### src/rtl/smart_toilet_inlet_seq.sv
// Staggered inlet valve sequencer: OPEN3 -> OPEN2 -> DOSE -> SETTLE (-> FLUSH) -> IDLE.
// Optional flush phase is compiled in with SMART_TOILET_INLET_SEQ_FLUSH_EN.
module smart_toilet_inlet_seq #(
    parameter int CNT_W     = 16,
    parameter int LEAD3     = 400,
    parameter int LEAD2     = 100,
    parameter int SETTLE    = 50,
    parameter int FLUSH_LEN = 200
) (
    input  logic             clk,
    input  logic             rst,
    input  logic             start,
    input  logic             abort,
    input  logic [CNT_W-1:0] dose_len,
    output logic             valve_soln1,
    output logic             valve_soln2,
    output logic             valve_soln3,
    output logic             flush_valve,
    output logic             busy,
    output logic             done,
    output logic             err,
    output logic [2:0]       phase
);

    typedef enum logic [2:0] {
        ST_IDLE   = 3'd0,
        ST_OPEN3  = 3'd1,
        ST_OPEN2  = 3'd2,
        ST_DOSE   = 3'd3,
        ST_SETTLE = 3'd4
`ifdef SMART_TOILET_INLET_SEQ_FLUSH_EN
        , ST_FLUSH = 3'd5
`endif
    } state_t;

    localparam logic [CNT_W-1:0] L3_LAST = CNT_W'(LEAD3 - 1);
    localparam logic [CNT_W-1:0] L2_LAST = CNT_W'(LEAD2 - 1);
    localparam logic [CNT_W-1:0] ST_LAST = CNT_W'(SETTLE - 1);
    localparam logic [CNT_W-1:0] CNT_MAX = {CNT_W{1'b1}};

    // Zero-length phases would make the count==N-1 exit unreachable.
    if (LEAD3 < 1 || LEAD2 < 1 || SETTLE < 1 || FLUSH_LEN < 1) begin : g_param_check
        $error("smart_toilet_inlet_seq: phase lengths must be >= 1");
    end

    state_t           state_r;
    state_t           nxt_s;
    logic [CNT_W-1:0] cnt_r;
    logic [CNT_W-1:0] dose_r;
    logic             done_s;
    logic             err_s;

    // Next-state and pulse decode; abort outranks every counter exit.
    always_comb begin
        nxt_s  = state_r;
        done_s = 1'b0;
        err_s  = 1'b0;
        if (state_r == ST_IDLE) begin
            if (start) begin
                if (dose_len == {CNT_W{1'b0}}) begin
                    err_s = 1'b1;
                end else begin
                    nxt_s = ST_OPEN3;
                end
            end else begin
                nxt_s = ST_IDLE;
            end
        end else if (abort) begin
            nxt_s = ST_IDLE;
            err_s = 1'b1;
        end else begin
            case (state_r)
                ST_OPEN3: begin
                    if (cnt_r == L3_LAST) nxt_s = ST_OPEN2;
                    else                  nxt_s = ST_OPEN3;
                end
                ST_OPEN2: begin
                    if (cnt_r == L2_LAST) nxt_s = ST_DOSE;
                    else                  nxt_s = ST_OPEN2;
                end
                ST_DOSE: begin
                    if (cnt_r == dose_r - CNT_W'(1)) nxt_s = ST_SETTLE;
                    else                             nxt_s = ST_DOSE;
                end
                ST_SETTLE: begin
                    if (cnt_r == ST_LAST) begin
`ifdef SMART_TOILET_INLET_SEQ_FLUSH_EN
                        nxt_s = ST_FLUSH;
`else
                        nxt_s  = ST_IDLE;
                        done_s = 1'b1;
`endif
                    end else begin
                        nxt_s = ST_SETTLE;
                    end
                end
`ifdef SMART_TOILET_INLET_SEQ_FLUSH_EN
                ST_FLUSH: begin
                    if (cnt_r == CNT_W'(FLUSH_LEN - 1)) begin
                        nxt_s  = ST_IDLE;
                        done_s = 1'b1;
                    end else begin
                        nxt_s = ST_FLUSH;
                    end
                end
`endif
                default: nxt_s = ST_IDLE;
            endcase
        end
    end

    // State, phase counter, latched dose and registered outputs decoded from the next state.
    always_ff @(posedge clk or posedge rst) begin
        if (rst) begin
            state_r     <= ST_IDLE;
            cnt_r       <= {CNT_W{1'b0}};
            dose_r      <= {CNT_W{1'b0}};
            valve_soln1 <= 1'b0;
            valve_soln2 <= 1'b0;
            valve_soln3 <= 1'b0;
            busy        <= 1'b0;
            done        <= 1'b0;
            err         <= 1'b0;
            phase       <= 3'd0;
`ifdef SMART_TOILET_INLET_SEQ_FLUSH_EN
            flush_valve <= 1'b0;
`endif
        end else begin
            state_r <= nxt_s;
            if (nxt_s != state_r || nxt_s == ST_IDLE) begin
                cnt_r <= {CNT_W{1'b0}};
            end else if (cnt_r != CNT_MAX) begin
                cnt_r <= cnt_r + CNT_W'(1);
            end
            if (state_r == ST_IDLE && nxt_s == ST_OPEN3) begin
                dose_r <= dose_len;
            end
            valve_soln3 <= (nxt_s == ST_OPEN3) || (nxt_s == ST_OPEN2) || (nxt_s == ST_DOSE);
            valve_soln2 <= (nxt_s == ST_OPEN2) || (nxt_s == ST_DOSE);
            valve_soln1 <= (nxt_s == ST_DOSE);
            busy        <= (nxt_s != ST_IDLE);
            done        <= done_s;
            err         <= err_s;
            phase       <= nxt_s;
`ifdef SMART_TOILET_INLET_SEQ_FLUSH_EN
            flush_valve <= (nxt_s == ST_FLUSH);
`endif
        end
    end

`ifndef SMART_TOILET_INLET_SEQ_FLUSH_EN
    assign flush_valve = 1'b0;
`endif

endmodule

### config.mk
export PLATFORM = sky130hd
export DESIGN_NAME = smart_toilet_inlet_seq
export DESIGN_NICKNAME = d
export VERILOG_FILES = /design/src/rtl/smart_toilet_inlet_seq.sv
export SDC_FILE = /design/constraint.sdc
export NUM_CORES = 1
export LEC_CHECK = 0
export ABC_AREA = 1
export CELL_PAD_IN_SITES_DETAIL_PLACEMENT = 0
export CELL_PAD_IN_SITES_GLOBAL_PLACEMENT = 1
export CORE_ASPECT_RATIO = 1.2
export CORE_MARGIN = 10
export CORE_UTILIZATION = 37
export DETAILED_ROUTE_END_ITERATION = 8
export PLACE_DENSITY = 0.81
export SLEW_MARGIN = 10
export SYNTH_ARGS = -nofsm -noshare
export SYNTH_HDL_FRONTEND = slang
export SYNTH_SLANG_ARGS = --single-unit
export TNS_END_PERCENT = 20
### constraint.sdc
create_clock -name clk -period 2.4 [get_ports clk]
set_input_delay 0.6 -clock clk [delete_from_list [all_inputs] [get_ports clk]]
set_output_delay 0.6 -clock clk [all_outputs]
set_load 0.02 [all_outputs]
==> flow_metrics.tcl <==
set metrics [dict create \
    cp_data_required_time_ps 2590 \
    ys_ff_latch 41 \
    route.detailed.drc 0 \
    drt_iter0_drc 73 \
    synth_seq_area_share_pct 37.43 \
    violations "setup timing" \
    grt_max_degree 42 \
    stdcell_area_um2 3470 \
    firstDrtPassIters 4 \
    synth_top_area_share_pct 37.43 \
    fin_nets 451 \
    grt_overflow 0 \
    fmax_mhz 399.4 \
    ios 30 \
    drt-total-wl_um 6641 \
    finalHoldViolCount 0 \
    slew_headroom_pct 64.89 \
    cp_max_fo 8 \
    synth_edf_count 0 \
    total_power_mw 2.025 \
    dp_cells 505 \
    grt_pass1_wl_um 11730 \
    cts.sinks 41 \
    layout.cells.non_filler 518 \
    dpl-instance-area_um2 3216 \
    cp-start-kind "flop" \
    synthToLayoutAreaGrowth_pct 26.56 \
    grtUsageTotal_pct 12.46 \
    start_util_pct 37.91 \
    cts_hold_buf 0 \
    num_rows 34 \
    path_clk_slew_ps 80 \
    timing.final.crit_share_pct 104.3 \
    finalSetupViolCount 17 \
    grt_pass1_vias 2508 \
    vias 2479 \
    crit_type "flop to flop" \
    syn_area_um2 2741 \
    syn_inst 380 \
    power_density_nw_per_um2 583.5 \
    tightest_slew_ps 526.6 \
    nFillCells 742 \
    die-width_um 98.58 \
    core_um2 7232 \
    multi_input_area_um2 1523 \
    place_ws_ps -103.4 \
    cts_max_path_buffers 2 \
    dpl.hpwl_um 5213 \
    drive_above_1_share_pct 18.22 \
    end_kind "flop" \
    synth_top_cell_by_area "dfrtp_1" \
    synth_area_leaders "dfrtp_1 37%, nand2_1 13%, inv_1 8.5%" \
    vdd_drop_max_mv 0.2892 \
    regArea_um2 1030 \
    power.leakage_nw 1.621 \
    clock_latency_ps 300 \
    synthFlopType "dfrtp_1" \
    gp_congestion 0.8599 \
    yosysWarnings 0 \
    antenna_cells 0 \
    die_h_um 114.3 \
    antenna_found_initial 0 \
    cts_max_level 2 \
    yosysMostFrequentCell "nand2_1" \
    synthTopCellsByCount "94 x nand2_1, 62 x inv_1, 41 x dfrtp_1, 36 x nor2_1" \
    cap_violations 0 \
    synth_nets 403 \
    status "finished with violations" \
    cts-buffers-inserted 5 \
    slew_viol_final 0 \
    ant_nets 0 \
    via_per_inst 4.786 \
    tritoncts "built" \
    dieArea_um2 11270 \
    setup_slack_ps -103.9 \
    rsz0062_at_grt "true" \
    fin_worst_skew_ps 4.852 \
    syn_area_per_cell_um2 7.214 \
    min_path_type "flop to flop" \
    arrival_ps 2700 \
    wire_per_inst_um 12.82 \
    cts-root-buf "clkbuf_8" \
    ys_types 33 \
    synthArstFlopShare_pct 100.0 \
    period_needed_ps 2504 \
    portBuffers 28 \
]
## kinds of logic after synthesis
| logic type | synth area share [%] |
|---|---|
| and+or+nand+nor | 36.79 |
| DFF | 37.43 |
| muxes | 0.4107 |
| other | 0.1368 |
| xor gates and xnor gates | 8.170 |
| buffers and inverters | 10.22 |
| adders and majority gates | 1.369 |
| AOI/OAI and AO/OA | 5.477 |
## routing by layer
layer	wire [um]	global-route usage (%)	vias to the layer above
met5	0	0	-
met2	3448	22.06	37
met1	2806	14.42	1145
met4	153	4.880	0
li1	-	-	1283
met3	232	2.355	14
## flip-flops by register name (all words and copies together), names as in the netlist
register and cells:
valve_soln1 1, state_r 3, dose_r 16, valve_soln2 1
busy 1, valve_soln3 1, cnt_r 16, err 1
done 1
## cell type report
cell class	count	area share [%]
multi-input cells	268	43.89
clock inverters	1	0.2164
well taps	90	3.246
flip-flops and latches	41	29.68
inverters	63	6.816
clock buffers	6	2.380
repair buffers	49	13.78
## what timing repair did
action | CTS | global route
cloned | 1 | 0
endpoints found under the hold margin | 0 | 0
setup buffers | 2 | 3
pin swaps | 12 | 15
gates resized for setup | 22 | 10
endpoints found under the setup margin | 16 | 19
## power by group
group / internal, mW / leakage (nW) / switching (mW)
logic: 0.321 / 1.04 / 0.375
clock network: 0.227 / 0.0433 / 0.239
registers: 0.761 / 0.535 / 0.102
total: 1.31 / 1.62 / 0.716
## cells in the final DEF (no fill, tap or decap), types with 3 or more instances in the layout
cell and count:
inv_1 61, dfrtp_1 38, nand3b_1 8, nor4_1 6, dfrtp_2 3, buf_4 17, nand3_1 24, xnor2_1 10
nor2_1 28, nand4_1 11, nor2_4 6, xor2_1 13, o21ai_0 25, nor2_2 19, nor3_1 6, clkdlybuf4s50_1 28
clkbuf_8 6, nand2_1 85, nand2_2 12
## final timing paths
check,startpoint,endpoint,slack (ps),cells past startpoint
setup / recovery,dose_r[1],cnt_r[13],-100,17
hold / removal,dose_r[15],dose_r[15],550,2
setup reg to reg,dose_r[1],cnt_r[13],-100,17
hold reg to reg,dose_r[15],dose_r[15],550,2
max in group asynchronous,rst,dose_r[7],1280,3
min in group asynchronous,rst,valve_soln3,740,3
## stage by stage
step	TNS [ps]	hold slack, ps	util (%)
3_3_place_gp	-517.9	511.0	44.46
3_5_place_dp	-1458	536.7	44.46
6_report	-1573	547.3	47.98
5_1_grt	-4298	577.1	47.98
2_1_floorplan	0	473.4	-
4_1_cts	0	556.1	47.30
## critical path, stage by stage, from the launching register on
cell	delay, ps
dfrtp_1	410
buf_6	130
nor2_4	120
nand2_4	90
buf_4	140
o21ai_0	190
nand3_1	90
nand2_1	80
nand2_1	80
nor3_4	150
nand2_2	70
nand2_2	80
nand2_2	80
nand2_2	80
nand4_1	190
nand3_4	210
buf_12	150
nor2_1	40
No activity file was read; power rests on OpenSTA's default activity.
